<file path="src/rtl/uart_tx_fifo.sv">
// uart_tx_fifo: UART transmitter with an input FIFO and a run-time bit period.
//
// Ports:
//   clk        - system clock
//   reset      - synchronous, active-high; aborts any frame and empties the FIFO
//   s_data     - word to send (DATA_BITS wide, transmitted LSB first)
//   s_valid    - s_data valid; accepted on an edge where s_valid && s_ready
//   s_ready    - registered "FIFO not full"
//   clk_div    - clocks per bit, latched at each frame start (0 and 1 act as 2)
//   brk        - request a break (line held low) while asserted, honoured when idle
//   out        - registered serial line, idle high
//   busy       - frame in progress or FIFO non-empty
//   fifo_count - number of words currently held in the FIFO
module uart_tx_fifo #(
  parameter int DATA_BITS  = 8,
  parameter int STOP_BITS  = 1,
  parameter int PARITY     = 0,
  parameter int FIFO_DEPTH = 16,
  parameter int DIV_WIDTH  = 16
) (
  input  logic                        clk,
  input  logic                        reset,
  input  logic [DATA_BITS-1:0]        s_data,
  input  logic                        s_valid,
  output logic                        s_ready,
  input  logic [DIV_WIDTH-1:0]        clk_div,
  input  logic                        brk,
  output logic                        out,
  output logic                        busy,
  output logic [$clog2(FIFO_DEPTH):0] fifo_count
);

  localparam int AW   = $clog2(FIFO_DEPTH);
  localparam int CW   = AW + 1;
  localparam int MAXB = (DATA_BITS > STOP_BITS) ? DATA_BITS : STOP_BITS;
  localparam int BW   = $clog2(MAXB + 1);
  localparam logic [CW-1:0] DEPTH_C   = CW'(FIFO_DEPTH);
  localparam logic [BW-1:0] LAST_DATA = BW'(DATA_BITS - 1);
  localparam logic [BW-1:0] LAST_STOP = BW'(STOP_BITS - 1);

  typedef enum logic [2:0] {
    S_IDLE, S_START, S_DATA, S_PARITY, S_STOP, S_BREAK
  } state_t;

  // Bit periods below two clocks are raised to two.
  function automatic logic [DIV_WIDTH-1:0] sat_period(input logic [DIV_WIDTH-1:0] d);
    return (d < DIV_WIDTH'(2)) ? DIV_WIDTH'(2) : d;
  endfunction

  // FIFO storage and pointers; pointers wrap naturally since the depth is a power of two.
  logic [DATA_BITS-1:0] mem [FIFO_DEPTH];
  logic [AW-1:0]        wr_ptr, rd_ptr;
  logic [CW-1:0]        count_n;
  logic                 push, pop, empty;

  // Transmit state
  state_t               state, state_n;
  logic [DATA_BITS-1:0] shift, shift_n;
  logic                 par_bit, par_n;
  logic [DIV_WIDTH-1:0] period, period_n;
  logic [DIV_WIDTH-1:0] cnt, cnt_n, cnt_adv;
  logic [BW-1:0]        bitn, bitn_n;
  logic                 out_n, load, bit_end;

  assign empty   = (fifo_count == '0);
  assign push    = s_valid && s_ready;
  assign pop     = load;
  assign count_n = fifo_count + CW'(push) - CW'(pop);
  assign busy    = (state != S_IDLE) || !empty;

  assign bit_end = (cnt == period - DIV_WIDTH'(1));
  assign cnt_adv = bit_end ? '0 : cnt + DIV_WIDTH'(1);

  always_ff @(posedge clk) begin
    if (push) mem[wr_ptr] <= s_data;
  end

  // s_ready is derived from the next count so it is exact on every cycle.
  always_ff @(posedge clk) begin
    if (reset) begin
      wr_ptr     <= '0;
      rd_ptr     <= '0;
      fifo_count <= '0;
      s_ready    <= 1'b0;
    end else begin
      if (push) wr_ptr <= wr_ptr + AW'(1);
      if (pop)  rd_ptr <= rd_ptr + AW'(1);
      fifo_count <= count_n;
      s_ready    <= (count_n != DEPTH_C);
    end
  end

  // State/control registers; the line value is registered from the current state,
  // which places the falling start edge two clocks after the accepting edge.
  always_ff @(posedge clk) begin
    if (reset) begin
      state <= S_IDLE;
      cnt   <= '0;
      bitn  <= '0;
      out   <= 1'b1;
    end else begin
      state <= state_n;
      cnt   <= cnt_n;
      bitn  <= bitn_n;
      out   <= out_n;
    end
  end

  always_ff @(posedge clk) begin
    shift   <= shift_n;
    par_bit <= par_n;
    period  <= period_n;
  end

  always_comb begin
    state_n  = state;
    shift_n  = shift;
    par_n    = par_bit;
    period_n = period;
    cnt_n    = cnt;
    bitn_n   = bitn;
    out_n    = 1'b1;
    load     = 1'b0;
    case (state)
      S_IDLE: begin
        if (brk)         state_n = S_BREAK;
        else if (!empty) load    = 1'b1;
      end
      S_START: begin
        out_n = 1'b0;
        cnt_n = cnt_adv;
        if (bit_end) begin
          bitn_n  = '0;
          state_n = S_DATA;
        end
      end
      S_DATA: begin
        out_n = shift[0];
        cnt_n = cnt_adv;
        if (bit_end) begin
          shift_n = shift >> 1;
          if (bitn == LAST_DATA) begin
            bitn_n  = '0;
            state_n = (PARITY != 0) ? S_PARITY : S_STOP;
          end else begin
            bitn_n = bitn + BW'(1);
          end
        end
      end
      S_PARITY: begin
        // par_bit holds the XOR of the data bits: even parity sends it, odd inverts it.
        out_n = (PARITY == 2) ? par_bit : ~par_bit;
        cnt_n = cnt_adv;
        if (bit_end) begin
          bitn_n  = '0;
          state_n = S_STOP;
        end
      end
      S_STOP: begin
        out_n = 1'b1;
        cnt_n = cnt_adv;
        if (bit_end) begin
          // Last stop bit chains straight into the next frame when data is waiting.
          if (bitn == LAST_STOP) begin
            if (!empty) load    = 1'b1;
            else        state_n = S_IDLE;
          end else begin
            bitn_n = bitn + BW'(1);
          end
        end
      end
      S_BREAK: begin
        out_n = ~brk;
        if (!brk) state_n = S_IDLE;
      end
      default: state_n = S_IDLE;
    endcase
    if (load) begin
      shift_n  = mem[rd_ptr];
      par_n    = ^mem[rd_ptr];
      period_n = sat_period(clk_div);
      cnt_n    = '0;
      bitn_n   = '0;
      state_n  = S_START;
    end
  end

endmodule

</file>
<file path="config.mk">
export PLATFORM = sky130hd
export DESIGN_NAME = uart_tx_fifo
export DESIGN_NICKNAME = d
export VERILOG_FILES = /design/src/rtl/uart_tx_fifo.sv
export SDC_FILE = /design/constraint.sdc
export NUM_CORES = 1
export LEC_CHECK = 0
export CORE_MARGIN = 8
export CORE_UTILIZATION = 30
export CTS_CLUSTER_SIZE = 30
export DETAILED_ROUTE_END_ITERATION = 8
export PLACE_DENSITY_LB_ADDON = 0.1
export SLEW_MARGIN = 0
export SYNTH_ARGS = -nofsm -noshare
export SYNTH_HDL_FRONTEND = slang
export SYNTH_SLANG_ARGS = --single-unit
</file>
<file path="constraint.sdc">
create_clock -name clk -period 8.45 [get_ports clk]
set_clock_uncertainty 0.2 [all_clocks]
set_input_delay 1.2675 -clock clk [delete_from_list [all_inputs] [get_ports clk]]
set_output_delay 1.2675 -clock clk [all_outputs]
set_load 0.02 [all_outputs]
</file>
## Word level (Yosys, flattened, before mapping)

Memory sizes are Yosys's and may differ from the RTL's. A register that Yosys moved wholly into a read port is not among the register bits.
Index checks and enable logic that the tools add are counted.

| storage, ports and cells | value |
|---|---|
| bits in read-only memories | 0 |
| input port bits | 28 |
| output and inout port bits | 8 |
| logic and storage cells | 100 |
| memory bits (writable) | 128 |
| register bits | 63 |
| memories | 1 |
| latch bits | 0 |

| operators by class | value |
|---|---|
| eq/ne operators | 28 |
| bitwise logic cells | 2 |
| reductions and logical operators | 18 |
| multiply operators | 0 |
| shift-type cells | 0 |
| div/mod/pow operators | 0 |
| multiplexer cells | 31 |
| order comparisons | 1 |
| $add $sub $neg | 7 |

Memories:

| name | depth | width | rd ports | clocked after memory_dff | wr ports | line | text |
|---|---|---|---|---|---|---|---|
| mem | 16 | 8 | 1 | 1 | 1 | 51 | `logic [DATA_BITS-1:0] mem [FIFO_DEPTH];` |

Operators by type and width:

| cell | count |
|---|---|
| $mux 4 | 7 |
| $mux 3 | 9 |
| $ne 3x3->1 const B | 9 |
| $mux 8 | 3 |
| $ne 2x2->1 const B | 10 |
| $pmux 3 s6 | 1 |
| $reduce_and 9->1 | 2 |
| $add 16x1->16 const B | 1 |
| $eq 16x16->1 | 1 |
| $lt 16x2->1 const B | 1 |
| $mux 16 | 1 |
| $sub 16x1->16 const B | 1 |
| $add 4x1->4 const B | 3 |
| $pmux 4 s3 | 1 |
| $reduce_xor 8->1 | 1 |
| $mux 1 | 7 |
| $eq 3x2->1 const B | 2 |
| $eq 3x3->1 const B | 2 |
| $reduce_bool 3->1 | 2 |
| $add 5x1->5 | 1 |
| $logic_not 5->1 | 1 |
| $ne 5x5->1 const B | 1 |
| $reduce_and 5->1 | 1 |
| $sub 5x1->5 | 1 |
| 15 further kinds | 18 |

## Depth between registers and ports, before layout

Gate-level depths: netlist (run 1).

| depth | value |
|---|---|
| depth in word-level cells | 7 |
| depth in mapped cells | 18 |
| mapped depth without buffers | 17 |

## Worst setup path after synthesis (run 1)

OpenSTA, ideal clock, no wires.

| timing | value |
|---|---|
| kind | reg-to-reg |
| start | reg period[0] |
| end | reg s_ready |
| cell stages (with the launch flop) | 19 |
| required time | 8.112 ns |
| path slack | 4.169 ns |
| data arrival time | 3.943 ns |
| clock period less this slack | 4.281 ns |
| path buffers | 1 |
| library setup time | 0.138 ns |
| path through | edfxtp_1 inv_1 ha_1 nor4b_1 nand4_1 or4_1 o211ai_1 o2111a_1 nand3_1 nand2_2 buf_6 ha_1 inv_1 ha_1 fa_1 a21oi_1 o21bai_1 xnor2_1 a41oi_1 |

| on the way | value |
|---|---|
| longest elaborated chain between the ends | 6 |

Ends and longest elaborated chain:

| element | line | text |
|---|---|---|
| from (decl) | 60 | `logic [DIV_WIDTH-1:0] period, period_n;` |
| from (signal assigned) | 112 | `period <= period_n;` |
| $sub 16x1->16 | 71 | `assign bit_end = (cnt == period - DIV_WIDTH'(1));` |
| $eq 16x16->1 | 71 |  |
| $mux 1 | 162 | `if (bit_end) begin` |
| $pmux 1 s2 | 124 | `case (state)` |
| $sub 5x1->5 | 68 | `assign count_n = fifo_count + CW'(push) - CW'(pop);` |
| $ne 5x5->1 | 89 | `s_ready <= (count_n != DEPTH_C);` |
| to (signal assigned) | 89 |  |
| to (decl) | 25 | `output logic s_ready,` |

Every way passes these cells.
A chain may end at the register's enable or synchronous reset.

## Worst setup path in the final report (run 1)

Same ends and word-level chain as after synthesis.

==> results.sh, run 1 <==
export IMPL_max_cap_viol_count=0
export IMPL_n_antenna_cell=0
export IMPL_fp_rows=62
export IMPL_post_layout_total_power_mw=2.63
export IMPL_p_sw_uw=807
export IMPL_cp_num_buf_inv=2
export IMPL_reg2reg_setup_slack_ns=3.30
export IMPL_sequential_fraction_of_the_synthesis_area_pct=63.0
export IMPL_layout_cells_most_common="sky130_fd_sc_hd__edfxtp_1"
export IMPL_power_internal_mw=1.83
export IMPL_rsz0062_at_grt="false"
export IMPL_final_cell_mix="sky130_fd_sc_hd__edfxtp_1, sky130_fd_sc_hd__nor2_1, sky130_fd_sc_hd__dfxtp_1"
export IMPL_synth_net_count=639
export IMPL_post_cts_setup_buffer_count=0
export IMPL_post_synthesis_cell_area_sq_mm=0.00863
export IMPL_num_io_pins=36
export IMPL_dp_final_hpwl_mm=12.8
export IMPL_area_used_by_multi_input_combinational_logic_sq_mm=0.00297
export IMPL_hold_path_startpoint="shift[0]$_DFFE_PP_"
export IMPL_cts_sinks=195
export IMPL_rr_startpoint="period[0]$_SDFFCE_PN0N_"
export IMPL_port_buffers=35
export IMPL_hold_path_class="flop to flop"
export IMPL_detail_route_first_pass_iterations=7
export IMPL_worst_endpoint_arrival_ns=5.26
export IMPL_number_of_antenna_violations_at_the_first_check_in_global_routing=0
export IMPL_clk_root_buffer_cell="sky130_fd_sc_hd__clkbuf_16"
export IMPL_timing_critical_path_fanout_max=33
export IMPL_leakagePower_nw=3.14
export IMPL_r2r_end="s_ready$_SDFF_PP0_"
export IMPL_r2r_cells=17
export IMPL_cts_buffers=17
export IMPL_cp_slowest_stage_delay_ns=0.66
export IMPL_total_via_count_in_the_routed_design=4818
export IMPL_setup_total_negative_slack_ns=0
export IMPL_final_seq_area_sq_mm=0.00544
export IMPL_synth_seq_cells=195
export IMPL_clock_transition_at_the_register_clock_pins_on_the_worst_setup_and_hold_paths_after_cts_ns=0.08
export IMPL_finalWorstPathRequiredPeriod_ns=5.15
export IMPL_die_area_sq_mm=0.0344
export IMPL_hold_fix_buffers_cts=0
export IMPL_async_reset_ff_share_pct=0
export IMPL_layout_area_overhead_vs_synth_pct=15.1
export IMPL_route_top_layer_used="met4"
export IMPL_max_freq_ghz=0.194
export IMPL_drc_errors=0
export IMPL_syn_area_per_cell_sq_um=14.5
export IMPL_run_status="finished clean"
export IMPL_synth_cell_types=55
export IMPL_num_fill_cells=2798
export IMPL_post_layout_nonfiller_instances=1010
export IMPL_wl_met3_um=485
export IMPL_post_drt_wl_per_cell_um=18.3
export IMPL_grt_pass1_wl_mm=29.1
export IMPL_crit_path_start="period[0]$_SDFFCE_PN0N_"
export IMPL_initialDrtViolationCount=298
export IMPL_synth_enable_flop_cells=153
export IMPL_tritoncts="built"
export IMPL_ys_dominant_reg_cell="sky130_fd_sc_hd__edfxtp_1"
export IMPL_globalplace_congestion=0.757
export IMPL_path_cells="inv_1 -> ha_1 -> nor4b_1 -> nand4_1 -> or4_1 -> o211ai_1 -> o2111a_1 -> nand3_1 -> nand2_2 -> ha_1 -> inv_1 -> ha_1 -> fa_1 -> a21oi_1 -> o21bai_1 -> xnor2_1 -> a41oi_1"
export IMPL_die_width_um=186
export IMPL_synth_cells=595
export IMPL_cts_resized=0
export IMPL_clk_network_pwr_share_pct=31.0
export IMPL_dpl_cell_count=978
export IMPL_start_util_pct=30.2
export IMPL_floorplan_core_area_sq_mm=0.0285
export IMPL_worst_ir_drop_vdd_v=0.000133
export IMPL_wirelength_met1_mm=8.58
export IMPL_worst_pin_slew_ns=1.06
export IMPL_power_per_cell_area_mw_per_mm2=265
export IMPL_clk_path_buf_depth=2
export IMPL_hold_viol_final=0
export IMPL_share_comb_of_total_power_pct=24.0
export IMPL_cpMostUsedCell="sky130_fd_sc_hd__ha_1"
export IMPL_route_antenna_remaining_nets=0
export IMPL_chipHeight_um=186
export IMPL_routed_wl_met2_mm=9.30
export IMPL_critPathKind="flop to flop"
export IMPL_fraction_of_final_layout_cells_with_drive_strength_greater_than_1_pct=15.3
export IMPL_cp_slowest_cell="sky130_fd_sc_hd__nand2_2"
export IMPL_slew_viol_final=0
export IMPL_relSlewSlack_pct=28.4
export IMPL_nNetsFinal=657
export IMPL_switching_part_of_the_total_power_pct=30.7
export IMPL_wirelength_mm=18.5
export IMPL_worst_skew_pair_late_latency_ns=0.44
export IMPL_final_clock_period_utilization_by_the_worst_path_pct=61.0
export IMPL_cpLargestDelayFamily="simple AND/OR/NAND/NOR gates"
export IMPL_min_delay_path_depth=2
export IMPL_p_seq_share_pct=45.0
export IMPL_worst_setup_path_start_kind="flop"
export IMPL_groute_usage_overall_pct=11.3
export IMPL_grt_overflow=0
export IMPL_synth_warnings=0
export IMPL_first_global_vias=4968
export IMPL_worst_ep_required_time_ns=8.56
export IMPL_cts_max_level=4
export IMPL_setup_worst_path_end_class="flop"
export IMPL_min_delay_worst_endpoint="out$_SDFF_PP1_"
export IMPL_vias_per_cell=4.77
export IMPL_timing_final_setup_violations=0
export IMPL_grt_max_degree=34
cell families after synthesis:
group / after synthesis / synth area share [%]
muxes: 56 / 12.5
and+or+nand+nor: 172 / 10.8
adders and majority gates: 16 / 2.41
xor gates and xnor gates: 46 / 4.67
DFF: 195 / 63.0
buffers and inverters: 56 / 2.62
AOI/OAI and AO/OA: 54 / 3.99
per-stage QoR:
stage / util (%) / cell area (sq um) / setup WS (ns) / hold WS (ns)
after floorplan: - / 8630 / 4.17 / 0.246
after global placement: 32.6 / 9320 / 3.40 / 0.288
after detailed placement: 32.6 / 9320 / 3.22 / 0.290
after CTS: 34.8 / 9930 / 3.19 / 0.297
after global routing: 34.8 / 9930 / 2.82 / 0.328
final: 34.8 / 9930 / 3.30 / 0.294
synth_stat cells (7+ instances only):
cell type | n | area share (%)
sky130_fd_sc_hd__dfxtp_1 | 42 | 9.7
sky130_fd_sc_hd__mux2_2 | 14 | 1.8
sky130_fd_sc_hd__nor3_1 | 11 | 0.64
sky130_fd_sc_hd__edfxtp_1 | 153 | 53
sky130_fd_sc_hd__and3_1 | 7 | 0.51
sky130_fd_sc_hd__ha_1 | 15 | 2.2
sky130_fd_sc_hd__inv_1 | 17 | 0.74
sky130_fd_sc_hd__nor2_1 | 41 | 1.8
sky130_fd_sc_hd__nand4_1 | 14 | 1.0
sky130_fd_sc_hd__nor4_1 | 7 | 0.51
sky130_fd_sc_hd__o21ai_0 | 14 | 0.81
sky130_fd_sc_hd__nand3_1 | 18 | 1.0
sky130_fd_sc_hd__clkbuf_1 | 27 | 1.2
sky130_fd_sc_hd__nor2b_1 | 13 | 0.94
sky130_fd_sc_hd__xnor2_1 | 27 | 2.7
sky130_fd_sc_hd__a21oi_1 | 16 | 0.93
sky130_fd_sc_hd__and2_1 | 14 | 1.0
sky130_fd_sc_hd__xor2_1 | 19 | 1.9
sky130_fd_sc_hd__mux4_2 | 40 | 10
sky130_fd_sc_hd__nand2_1 | 19 | 0.83
flip-flops by register name, indices dropped and copies added (netlist names), named ones only:
name        count
bitn            4
out             1
shift           8
par_bit         1
state           3
cnt            16
s_ready         1
wr_ptr          4
rd_ptr          4
fifo_count      5
period         16
mem           128
area by class of cell:
cell class | instances | share of cell area, %
clock buffer | 17 | 4.28
inverter | 17 | 0.643
multi-input combinational | 344 | 29.9
timing repair buffer | 38 | 3.76
tap | 384 | 4.84
sequential | 195 | 54.8
clock inverter | 15 | 1.84
worst max path at each step:
stage	end	depth (start not counted)
after floorplan	s_ready$_SDFF_PP0_	18
after global placement	s_ready$_SDFF_PP0_	17
after detailed placement	s_ready$_SDFF_PP0_	17
after CTS	s_ready$_SDFF_PP0_	17
after global routing	s_ready$_SDFF_PP0_	17
final	s_ready$_SDFF_PP0_	17
power by group through the flow:
stage / Clock, mW / Sequential (mW) / Combinational, mW
floorplan: 0 / 1.20 / 0.465
global placement: 0 / 1.21 / 0.641
detailed placement: 0 / 1.21 / 0.647
CTS: 0.843 / 1.19 / 0.650
global route: 0.883 / 1.20 / 0.705
finish: 0.816 / 1.19 / 0.631
worst register-to-register path: cells and delay by family (launching register included):
kind	cells	cell delay (ns)
and+or+nand+nor	5	2.19
adders and majority gates	4	1.06
AOI/OAI and AO/OA	5	0.81
DFF	1	0.45
xor gates and xnor gates	1	0.20
buffers and inverters	2	0.13
metal layers:
layer	track usage (%)	vias up
met5	0	-
li1	-	2275
met2	19.0	80
met3	2.85	5
met1	14.5	2458
met4	2.38	0
(Power assumes the default switching activity.)
==> inputs of run 2 (changes only) <==
==> constraint.sdc (replaced) <==
create_clock -name clk -period 5.3 [get_ports clk]
set_clock_uncertainty 0.2 [all_clocks]
set_input_delay 0.795 -clock clk [delete_from_list [all_inputs] [get_ports clk]]
set_output_delay 0.795 -clock clk [all_outputs]
set_load 0.02 [all_outputs]
==> run 2 against run 1 <==
Compared with the run above: cell count barely moved; clock power rose by 51%; setup slack got worse by 2.6 ns; critical path depth did not move; wire length fell by 0.50%; global-route usage barely moved; critical endpoint unchanged.
==> results.sh, run 2 (synthesis results as in run 1) <==
export IMPL_run_status="finished clean"
export IMPL_worst_skew_pair_late_latency_ns=0.44
export IMPL_power_per_cell_area_mw_per_mm2=418
export IMPL_post_cts_setup_buffer_count=0
export IMPL_worst_pin_slew_ns=0.992
export IMPL_largest_register_ffs=128
export IMPL_vias_per_cell=4.74
export IMPL_max_cap_viol_count=0
export IMPL_layout_cells_most_common="sky130_fd_sc_hd__edfxtp_1"
export IMPL_timing_final_setup_violations=0
export IMPL_rsz0062_at_grt="false"
export IMPL_number_of_antenna_violations_at_the_first_check_in_global_routing=0
export IMPL_hold_viol_final=0
export IMPL_power_internal_mw=2.89
export IMPL_clk_root_buffer_cell="sky130_fd_sc_hd__clkbuf_16"
export IMPL_p_seq_share_pct=46.4
export IMPL_drc_errors=0
export IMPL_layout_area_overhead_vs_synth_pct=14.5
export IMPL_clock_transition_at_the_register_clock_pins_on_the_worst_setup_and_hold_paths_after_cts_ns=0.08
export IMPL_dp_final_hpwl_mm=12.9
export IMPL_clk_network_pwr_share_pct=29.7
export IMPL_largest_register_by_flop_count="mem"
export IMPL_start_util_pct=30.2
export IMPL_floorplan_core_area_sq_mm=0.0285
export IMPL_p_sw_mw=1.24
export IMPL_whs_ns=0.325
export IMPL_leakagePower_nw=3.11
export IMPL_routing_usage_on_met2_pct=19.2
export IMPL_hold_fix_buffers_cts=0
export IMPL_cts_sinks=195
export IMPL_clk_path_buf_depth=2
export IMPL_cts_max_level=4
export IMPL_cp_slowest_cell="sky130_fd_sc_hd__or4_1"
export IMPL_cp_num_buf_inv=2
export IMPL_max_freq_ghz=0.218
export IMPL_grt_max_degree=33
export IMPL_cpMostUsedCell="sky130_fd_sc_hd__ha_1"
export IMPL_num_io_pins=36
export IMPL_post_drt_wl_per_cell_um=18.2
export IMPL_first_global_vias=5130
export IMPL_worst_ir_drop_vdd_v=0.000214
export IMPL_globalplace_congestion=0.762
export IMPL_n_antenna_cell=0
export IMPL_tritoncts="built"
export IMPL_reg_largest_list="mem: 128 flops, cnt: 16 flops, period: 16 flops"
export IMPL_setup_total_negative_slack_ns=0
export IMPL_die_width_um=186
export IMPL_port_buffers=35
export IMPL_globalRouteMet1Util_pct=13.9
export IMPL_total_via_count_in_the_routed_design=4795
export IMPL_finalWorstPathRequiredPeriod_ns=4.58
export IMPL_slew_viol_final=0
export IMPL_timing_critical_path_fanout_max=6
export IMPL_r2r_cells=17
export IMPL_final_cell_mix="sky130_fd_sc_hd__edfxtp_1, sky130_fd_sc_hd__nor2_1, sky130_fd_sc_hd__dfxtp_1"
export IMPL_relSlewSlack_pct=32.9
export IMPL_share_comb_of_total_power_pct=23.9
export IMPL_finish_utilization_pct=34.6
export IMPL_worst_setup_path_start_kind="flop"
export IMPL_hold_path_class="flop to flop"
export IMPL_detail_route_first_pass_iterations=4
export IMPL_min_delay_path_depth=2
export IMPL_switching_part_of_the_total_power_pct=30.1
export IMPL_setup_worst_path_end_class="flop"
export IMPL_initialDrtViolationCount=251
export IMPL_grt_busiest_layer="met2"
export IMPL_cp_slowest_stage_delay_ns=0.55
export IMPL_final_clock_period_utilization_by_the_worst_path_pct=86.4
export IMPL_route_antenna_remaining_nets=0
export IMPL_nNetsFinal=658
export IMPL_critPathKind="flop to flop"
export IMPL_gr_usage_met3_pct=2.65
export IMPL_groute_usage_overall_pct=11.2
export IMPL_fp_rows=62
export IMPL_chipHeight_um=186
export IMPL_worst_ep_required_time_ns=5.40
export IMPL_path_cells="inv_1 -> ha_1 -> nor4b_1 -> nand4_1 -> or4_1 -> o211ai_1 -> o2111a_1 -> nand3_1 -> nand2_2 -> ha_1 -> inv_1 -> ha_1 -> fa_1 -> a21oi_1 -> o21bai_1 -> xnor2_1 -> a41oi_1"
export IMPL_cts_resized=0
export IMPL_grt_pass1_wl_mm=29.0
export IMPL_die_area_sq_mm=0.0344
export IMPL_fraction_of_final_layout_cells_with_drive_strength_greater_than_1_pct=15.0
export IMPL_cpLargestDelayFamily="simple AND/OR/NAND/NOR gates"
export IMPL_worstSetupPathDepth=17
export IMPL_worst_endpoint_arrival_ns=4.68
export IMPL_cts_buffers=17
export IMPL_grt_overflow=0
export IMPL_wirelength_mm=18.4
-- run 2: cell count changes in the layout (fill, tap and decap cells not counted), sizes merged --
| cell | delta |
|---|---|
| clkinv | -4 |
| clkinvlp | +4 |
| clkbuf | +1 |
| buf | +1 |
| inv | -1 |
-- run 2: layer usage --
layer  part of all wire [%]  vias to the layer above
met3                    2.7                       14
li1                       -                     2280
met1                     46                     2429
met4                    1.1                        0
met2                     50                       72
met5                      0                        -
-- run 2: cell type report --
type	count	area [sq um]
multi-input combinational	344	2970
inverter	17	63.8
clock buffer	18	429
tap	384	480
clock inverter	14	124
sequential	195	5440
timing repair buffer	39	380
fill	2802	18700
-- run 2: power by group through the flow --
stage	Combinational, mW	Clock [mW]	Sequential (mW)
after CTS	1.01	1.26	1.92
after global placement	0.992	0	1.95
after detailed placement	1.00	0	1.96
after floorplan	0.741	0	1.91
after global routing	1.09	1.32	1.94
final	0.987	1.23	1.92
-- run 2: worst paths after layout --
path / to / slack [ns] / start
worst min-delay path: bitn[3]$_SDFFE_PP0P_ / 0.32 / bitn[3]$_SDFFE_PP0P_
worst max-delay path: s_ready$_SDFF_PP0_ / 0.72 / period[0]$_SDFFCE_PN0N_
worst max register to register: s_ready$_SDFF_PP0_ / 0.72 / period[0]$_SDFFCE_PN0N_
worst min register to register: bitn[3]$_SDFFE_PP0P_ / 0.32 / bitn[3]$_SDFFE_PP0P_
-- run 2: stage by stage --
step	cells	cell area (sq um)	worst slack (ns)	total power [mW]
finish	1011	9880	0.720	4.13
global placement	979	9330	0.867	2.95
floorplan	595	8630	1.02	2.65
detailed placement	979	9330	0.676	2.96
CTS	1011	9880	0.672	4.19
global route	1011	9880	0.301	4.35
-- run 2: worst register-to-register path: stages (launching register included) --
cell                       delay, ns
sky130_fd_sc_hd__edfxtp_1       0.45
sky130_fd_sc_hd__inv_1          0.09
sky130_fd_sc_hd__ha_1           0.23
sky130_fd_sc_hd__nor4b_1        0.52
sky130_fd_sc_hd__nand4_1        0.28
sky130_fd_sc_hd__or4_1          0.55
sky130_fd_sc_hd__o211ai_1       0.12
sky130_fd_sc_hd__o2111a_1       0.33
sky130_fd_sc_hd__nand3_1        0.20
sky130_fd_sc_hd__nand2_2        0.14
sky130_fd_sc_hd__ha_1           0.12
sky130_fd_sc_hd__inv_1          0.04
sky130_fd_sc_hd__ha_1           0.20
sky130_fd_sc_hd__fa_1           0.41
sky130_fd_sc_hd__a21oi_1        0.14
sky130_fd_sc_hd__o21bai_1       0.09
sky130_fd_sc_hd__xnor2_1        0.20
sky130_fd_sc_hd__a41oi_1        0.15
==> inputs of run 3 (changes only) <==
--- a/config.mk
+++ b/config.mk
@@ -5,6 +5,7 @@
 export SDC_FILE = /design/constraint.sdc
 export NUM_CORES = 1
 export LEC_CHECK = 0
+export CAP_MARGIN = 10
 export CORE_MARGIN = 8
 export CORE_UTILIZATION = 30
 export CTS_CLUSTER_SIZE = 30
==> results of run 3 <==
The final DEF is identical to that of run 2; final timing and power are the same.
